<file path="src/rtl/fetch_unit_pkg.sv">
// Purpose: shared constants and types for the fetch unit and its predecoder.
// Latency: n/a (declarations only).
// Backpressure: n/a.
package fetch_unit_pkg;

  // First fetch address after reset.
  localparam logic [31:0] RESET_PC = 32'h0000_0000;

  // Primary opcode field values (instr[31:26]).
  localparam logic [5:0] OP_RTYPE = 6'h00;
  localparam logic [5:0] OP_J     = 6'h02;
  localparam logic [5:0] OP_JAL   = 6'h03;
  localparam logic [5:0] OP_BEQ   = 6'h04;
  localparam logic [5:0] OP_BNE   = 6'h05;

  // R-type funct field value (instr[5:0]) for jr.
  localparam logic [5:0] FUNCT_JR = 6'h08;

  // Canonical no-op; also the instruction word of an F/D bubble.
  localparam logic [31:0] NOP_WORD = 32'h0000_0000;

  typedef enum logic [1:0] {
    ST_BOOT   = 2'd0,
    ST_RUN    = 2'd1,
    ST_HALTED = 2'd2
  } fetch_state_t;

endpackage

</file>
<file path="src/rtl/fetch_unit_predecode.sv">
// Purpose: combinational next-pc predictor from the word currently being fetched.
// Latency: 0 cycles (pure combinational).
// Backpressure: none; the caller decides whether npc is consumed.
//
// Ports:
//   pc    - address of the word being fetched
//   idata - instruction word at pc
//   npc   - predicted next fetch address (branches predicted taken,
//           direct jumps followed, jr and everything else fall through)
module fetch_predecode
  import fetch_unit_pkg::*;
(
  input  logic [31:0] pc,
  input  logic [31:0] idata,
  output logic [31:0] npc
);

  logic [31:0] pc_plus4;
  logic [31:0] br_offset;
  logic [5:0]  opcode;

  assign opcode    = idata[31:26];
  assign pc_plus4  = pc + 32'd4;
  // Sign-extended halfword immediate scaled to a word offset.
  assign br_offset = {{14{idata[15]}}, idata[15:0], 2'b00};

  always_comb begin
    npc = pc_plus4;
    case (opcode)
      OP_BEQ, OP_BNE: npc = pc_plus4 + br_offset;
      OP_J, OP_JAL:   npc = {pc_plus4[31:28], idata[25:0], 2'b00};
      default:        npc = pc_plus4;
    endcase
  end

endmodule

</file>
<file path="src/rtl/fetch_unit.sv">
// Purpose: instruction fetch stage with predecode-based next-pc, F/D register and halt/redirect control.
// Latency: 1 cycle iaddr->prev; redirect target on iaddr 1 cycle after miss is taken, on prev 1 cycle later.
// Backpressure: stall freezes pc, F/D, state and counters; miss/halt_req are ignored while stalled.
//
// Ports:
//   clk, reset      - clock and asynchronous active-high reset
//   iaddr / idata   - combinational instruction memory port (iaddr = pc)
//   stall           - decode hold
//   halt_req        - level request to stop fetching
//   miss / rpc      - redirect for the instruction in decode, with target
//   prev, prev_pc, prev_valid - F/D register contents
//   halted          - high while in the halted state
//   fetch_count, redirect_count - free-running wrap-around event counters
module fetch_unit
  import fetch_unit_pkg::*;
(
  input  logic        clk,
  input  logic        reset,
  output logic [31:0] iaddr,
  input  logic [31:0] idata,
  input  logic        stall,
  input  logic        halt_req,
  input  logic        miss,
  input  logic [31:0] rpc,
  output logic [31:0] prev,
  output logic [31:0] prev_pc,
  output logic        prev_valid,
  output logic        halted,
  output logic [31:0] fetch_count,
  output logic [31:0] redirect_count
);

  fetch_state_t state, state_nxt;

  logic [31:0] pc, pc_nxt;
  logic [31:0] npc;
  logic [31:0] prev_nxt, prev_pc_nxt;
  logic        prev_valid_nxt;
  logic [31:0] fetch_count_nxt, redirect_count_nxt;

  fetch_predecode u_predecode (
    .pc    (pc),
    .idata (idata),
    .npc   (npc)
  );

  always_ff @(posedge clk or posedge reset) begin
    if (reset) begin
      state <= ST_BOOT;
    end else begin
      state <= state_nxt;
    end
  end

  always_comb begin
    state_nxt          = state;
    pc_nxt             = pc;
    prev_nxt           = prev;
    prev_pc_nxt        = prev_pc;
    prev_valid_nxt     = prev_valid;
    fetch_count_nxt    = fetch_count;
    redirect_count_nxt = redirect_count;

    if (!stall) begin
      case (state)
        // Single settling cycle after reset; the reset bubble stays in F/D.
        ST_BOOT: begin
          state_nxt = ST_RUN;
        end

        ST_RUN: begin
          if (miss) begin
            state_nxt          = ST_RUN;
            pc_nxt             = rpc;
            prev_nxt           = NOP_WORD;
            prev_pc_nxt        = rpc;
            prev_valid_nxt     = 1'b0;
            redirect_count_nxt = redirect_count + 32'd1;
          end else if (halt_req) begin
            // pc is held so fetch resumes nowhere until a redirect arrives.
            state_nxt      = ST_HALTED;
            prev_nxt       = NOP_WORD;
            prev_pc_nxt    = pc;
            prev_valid_nxt = 1'b0;
          end else begin
            pc_nxt          = npc;
            prev_nxt        = idata;
            prev_pc_nxt     = pc;
            prev_valid_nxt  = 1'b1;
            fetch_count_nxt = fetch_count + 32'd1;
          end
        end

        ST_HALTED: begin
          // Only a redirect leaves HALTED; F/D already holds a bubble.
          if (miss) begin
            state_nxt          = ST_RUN;
            pc_nxt             = rpc;
            prev_nxt           = NOP_WORD;
            prev_pc_nxt        = rpc;
            prev_valid_nxt     = 1'b0;
            redirect_count_nxt = redirect_count + 32'd1;
          end
        end

        default: begin
          state_nxt = ST_BOOT;
        end
      endcase
    end
  end

  always_ff @(posedge clk or posedge reset) begin
    if (reset) begin
      pc             <= RESET_PC;
      prev           <= 32'h0;
      prev_pc        <= 32'h0;
      prev_valid     <= 1'b0;
      fetch_count    <= 32'h0;
      redirect_count <= 32'h0;
    end else begin
      pc             <= pc_nxt;
      prev           <= prev_nxt;
      prev_pc        <= prev_pc_nxt;
      prev_valid     <= prev_valid_nxt;
      fetch_count    <= fetch_count_nxt;
      redirect_count <= redirect_count_nxt;
    end
  end

  assign iaddr  = pc;
  assign halted = (state == ST_HALTED);

endmodule

</file>
<file path="config.mk">
export PLATFORM = sky130hd
export DESIGN_NAME = fetch_unit
export DESIGN_NICKNAME = d
export VERILOG_FILES = /design/src/rtl/fetch_unit_pkg.sv /design/src/rtl/fetch_unit_predecode.sv /design/src/rtl/fetch_unit.sv
export SDC_FILE = /design/constraint.sdc
export NUM_CORES = 1
export LEC_CHECK = 0
export CAP_MARGIN = 10
export CORE_UTILIZATION = 29
export DETAILED_ROUTE_END_ITERATION = 8
export HOLD_SLACK_MARGIN = 0.03
export PLACE_DENSITY_LB_ADDON = 0.08
export SYNTH_ARGS = -nofsm -noshare
export SYNTH_HDL_FRONTEND = slang
export SYNTH_SLANG_ARGS = --single-unit
</file>
<file path="constraint.sdc">
create_clock -name clk -period 14.06 [get_ports clk]
set_clock_uncertainty 0.2 [all_clocks]
set_input_delay 2.812 -clock clk [delete_from_list [all_inputs] [get_ports clk]]
set_output_delay 2.812 -clock clk [all_outputs]
set_load 0.01 [all_outputs]
</file>
# Word-level counts from Yosys, hierarchy flattened

Cells that the tools add are included.

Add/subtract/negate cells: 4
Equality and inequality tests: 9
Mux-type cells: 19
Bitwise gates (word level): 3
Reductions and logical operators: 10

Operators by type and width:

| kind                  | number |
|---|---|
| $pmux 32 s2           | 4 |
| $mux 32               | 7 |
| $add 32x1->32 const B | 2 |
| $add 32x3->32 const B | 1 |
| $add 32x32->32        | 1 |
| $eq 6x2->1 const B    | 2 |
| $eq 6x3->1 const B    | 2 |
| $reduce_and 3->1      | 4 |
| $mux 2                | 3 |
| $ne 3x3->1 const B    | 2 |
| $pmux 2 s3            | 1 |
| $reduce_or 2->1       | 3 |
| $reduce_and 4->1      | 1 |
| $mux 1                | 3 |
| $not 1->1             | 3 |
| $eq 2x1->1 const B    | 1 |
| $eq 2x2->1 const B    | 1 |
| $logic_not 2->1       | 1 |
| $ne 2x2->1 const B    | 1 |
| $pmux 1 s2            | 1 |
| $reduce_bool 2->1     | 1 |

Register bits after elaboration: 163
Input bits: 69
Output and inout bits: 162
Word-level logic and storage cells: 52

# Longest topological paths before layout

Word-level depth: 6
Depth in mapped cells: 19
Depth with buffers taken out: 18

# Cells and area by module

From an unflattened synthesis, not the netlist that was laid out.

Cell total of the unflattened synthesis: 1029
Area total of the unflattened synthesis: 9803.2 um^2

Modules (own cells, without submodules):

| module          | instances | cells each | area each (um^2) | seq. area each (um^2) |
|---|---|---|---|---|
| fetch_unit      | 1         | 652        | 7200.7           | 4078.9 |
| fetch_predecode | 1         | 377        | 2602.5           | 0.0 |

# Worst setup path before layout

Ideal clock, no wire load.

Kind: input-to-reg
Start: input port idata[0]
End: register pc[28] (netlist: iaddr[28])
Setup time: 0.126 ns
Arrival: 4.899 ns
Data required time: 13.734 ns
Setup slack: 8.835 ns
Cell stages on the path: 13
Path buffers: 0
Path through: ha_1 -> inv_1 -> fa_1 -> nor2b_1 -> o2111ai_1 -> a21oi_1 -> o21ai_1 -> a21oi_1 -> a2111oi_0 -> o21ai_0 -> xnor2_1 -> a211oi_1 -> a221o_1

Cells in the longest elaborated chain, start to end: 5

RTL lines:

| item                 | line                       | text |
|---|---|---|
| from (decl)          | fetch_unit.sv:20           | `input logic [31:0] idata,` |
| $add 32x32->32       | fetch_unit_predecode.sv:30 | `OP_BEQ, OP_BNE: npc = pc_plus4 + br_offset;` |
| $pmux 32 s2          | fetch_unit_predecode.sv:29 | `case (opcode)` |
| $mux 32              | fetch_unit.sv:79           | `end else if (halt_req) begin` |
| $mux 32              | fetch_unit.sv:72           | `if (miss) begin` |
| $pmux 32 s2          | fetch_unit.sv:65           | `case (state)` |
| to (signal assigned) | fetch_unit.sv:122          | `pc <= pc_nxt;` |
| to (decl)            | fetch_unit.sv:35           | `logic [31:0] pc, pc_nxt;` |

Every way passes these cells. The select of a mux whose other input is x is not followed.
A chain may end at the register's enable or synchronous reset.

# Worst setup path in the final report

Start: input port miss
End: register pc[23] (netlist: iaddr[23])

Cells in the longest elaborated chain, start to end: 2
Elaborated cells on any way between the ends: 5
Those cells by class: eq/ne: 1; mux: 3; reduce/logical: 1

RTL lines:

| item                                                                    | line             | text |
|---|---|---|
| from (decl)                                                             | fetch_unit.sv:23 | `input logic miss,` |
| $ne 3x3->1 (no source line) / $mux 32 (equally long branches)           | -                |  |
| $reduce_and 3->1 (no source line) / $pmux 32 s2 (equally long branches) | -                |  |

Parallel ways exist; a longest one is shown, timed or not.

==> out/results.ini <==
[worst_setup_path]
cp-start-kind = input pin
required_ns = 14.18
crit_path_end_kind = flop
ff2ff_path_depth = 16
crit_buf_inv = 1
critPathKind = in2reg
path_delay_family = simple AND/OR/NAND/NOR gates
rr_startpoint = iaddr[4]$_DFFE_PP0P_
cp.depth = 7
critPathCapture = iaddr[23]$_DFFE_PP0P_
critPathMaxFanout = 25
startpoint = miss
timing.rr.end = iaddr[28]$_DFFE_PP0P_
crit_chain = clkdlybuf4s50_1 > nand2b_4 > nor2_1 > nor3_2 > nand2_1 > o22ai_1 > a21oi_1
r2r_slack_ns = 9.49
slowest_stage = nand2_1
slowest_delay_ns = 0.91
cp_data_arrival_time_ns = 6.29

[timing]
slew_violations = 0
worstMarginPinSlew_ns = 1.071
postLayoutSetupSlackWorst_ns = 7.891
grt_setup_unrepaired = no
max_freq_mhz = 162.1
post-route-period-util = 0.4388
worst_hold_slack_ns = 0.2705
setup_viol = 0
layout_min_cycle_time_ns = 6.169
setup_tns_ns = 0
finalHoldViolations = 0
maxSlewHeadroom = 0.2823

[cts]
cts-resized-gates = 0
clock_sinks = 163
clk_latency_ns = 0.44
cts_buffers = 17
clkTransAtPathRegs_ns = 0.07
cts_setup_buffers = 0
ctsHtreeMaxLevel = 4
cts-root-buf = clkbuf_16
holdBufCountCts = 0
cts_tree = built
ctsLongestPathBuffers = 2

[detailed_routing]
vias = 8099
wirelength_um = 31480
vias_per_cell = 4.963
ant_nets = 0
drc = 0
initialDrtViolationCount = 465
wl_per_cell_um = 19.29
drt_pre_antenna_iters = 5

[synthesis]
syn-num-nets = 1086
syn-cell-area_um2 = 9457
ys.flop_type = dfrtp_1
synth_area_leaders = dfrtp_1, xnor2_1, ha_1
synth_top_cell_area_share = 0.4313
postSynth.asyncResetShare = 1.000
synth-seq-cells = 163
postSynthCellCount = 975
synth_top_cell_by_area = dfrtp_1
synth_edf_count = 0
syn_avg_cell_area_um2 = 9.699
synth.distinct_cells = 66
yosys_warnings = 0
yosysSeqAreaShare = 0.4313

[pwr]
ir_drop_mv = 0.09626
swShare = 0.4149
netSwitchingPower_mw = 1.033
power_density_nw_per_um2 = 194.9
combPwrFrac = 0.500
p_int_mw = 1.457
clockPowerShare = 0.187
p_seq_frac = 0.313
p_leak_nw = 5.355

[cells_and_area]
instances_no_fill = 1632
stdcell_area_um2 = 12770
area_growth_pct = 35.05
final_nets = 1296
num_antenna_cells = 0
fill_cells = 3183
final_layout_size_suffix_gt1_frac = 0.05430

[global_routing]
grt_pass1_vias = 8154
overflow = 0
grt_usage = 0.1929
grt_max_degree = 102
grt_pass1_wl_um = 49310
antenna_found_initial = 0

[die]
core_um2 = 31800
ioPinCount = 231
die-area_um2 = 33340
die_width_um = 182.6
start_util = 0.2974
die_h_um = 182.6
num_rows = 65

[hold_path]
hp-start = redirect_count[31]$_DFFE_PP0P_
min_delay_path_depth = 1
hold_class = reg2reg

[placed_design]
detailed_place_hpwl_um = 23050
dpl_worst_slack_ns = 7.479
place.gp.congestion = 0.8193
post-place-cells = 1601
place_area_um2 = 12210
io_buffer_count = 230

[status]
outcome = complete, no violations

[run]
max_cap_violations = 0

-- worst min path at each step --
stage	slack [ns]	end
final	0.27	redirect_count[31]$_DFFE_PP0P_
after global routing	0.29	fetch_count[31]$_DFFE_PP0P_
after CTS	0.28	fetch_count[31]$_DFFE_PP0P_
after detailed placement	0.27	prev_valid$_DFFE_PP0P_
after global placement	0.26	fetch_count[31]$_DFFE_PP0P_
after floorplan	0.30	state[0]$_DFFE_PP0P_
-- power by group through the flow --
stage,registers (mW),clock network [mW],logic (mW)
final,0.779,0.466,1.24
after global routing,0.803,0.502,1.37
after CTS,0.780,0.482,1.25
after detailed placement,0.786,0,1.25
after global placement,0.787,0,1.24
after floorplan,0.785,0,0.709
-- synthesized netlist by cell type (all sizes together), types with 22 or more instances --
master / instances
inv: 22
o21ai: 59
a21oi: 58
nand2: 113
dfrtp: 163
clkbuf: 38
xnor2: 81
a22o: 34
nand3: 39
nor2: 57
xor2: 35
mux2i: 44
ha: 41
o22ai: 26
a221oi: 22
-- metrics by stage --
stage | util | power [mW]
floorplan | - | 1.494
global placement | 0.3839 | 2.032
detailed placement | 0.3839 | 2.035
CTS | 0.4016 | 2.516
global route | 0.4016 | 2.678
finish | 0.4016 | 2.490
-- layer usage --
| layer | track usage | share of wire | vias up |
|---|---|---|---|
| li1 | - | - | 3952 |
| met1 | 0.2681 | 0.48 | 3894 |
| met2 | 0.3070 | 0.46 | 230 |
| met3 | 0.03832 | 0.048 | 23 |
| met4 | 0.04471 | 0.012 | 0 |
| met5 | 0 | 0 | - |
-- area by class of cell --
| cell class | count | area [um2] | share of cell area |
|---|---|---|---|
| inverter | 22 | 87.58 | 0.006858 |
| clock inverter | 13 | 123.9 | 0.009699 |
| sequential | 163 | 4079 | 0.3194 |
| tap | 435 | 544.3 | 0.04262 |
| timing repair buffer | 238 | 2362 | 0.1850 |
| clock buffer | 18 | 439.2 | 0.03439 |
| multi-input combinational | 743 | 5135 | 0.4021 |
-- cell usage in the layout (no fill, tap or decap), types with 8 or more instances in the layout --
cell type / count
clkbuf_16: 17
and3_1: 17
inv_1: 21
nor2_1: 55
xnor2_1: 81
ha_1: 41
a21o_1: 9
mux2i_1: 44
buf_4: 8
nand2_1: 110
a221oi_1: 22
o21ai_0: 54
a21oi_1: 57
clkdlybuf4s50_1: 230
nand3_1: 39
nand4_1: 20
a211oi_1: 9
nand2b_1: 8
dfrtp_1: 163
a22o_1: 34
o22ai_1: 26
xor2_1: 35
-- kinds of logic (layout without fill, tap and decap cells) --
| logic type | count (synthesis) | in the layout | share of synthesized area |
|---|---|---|---|
| and+or+nand+nor | 292 | 292 | 0.1524 |
| AOI/OAI and AO/OA | 247 | 247 | 0.1740 |
| DFF | 163 | 163 | 0.4313 |
| xor gates and xnor gates | 116 | 116 | 0.1074 |
| buffers and inverters | 69 | 291 | 0.02950 |
| muxes | 46 | 46 | 0.04895 |
| adders and majority gates | 42 | 42 | 0.05636 |
-- sequential cells by signal, summed over array words and instances (netlist names) --
| signal | count |
|---|---|
| fetch_count | 32 |
| iaddr | 32 |
| prev | 32 |
| prev_pc | 32 |
| prev_valid | 1 |
| redirect_count | 32 |
| state | 2 |
(Power assumes the default switching activity.)
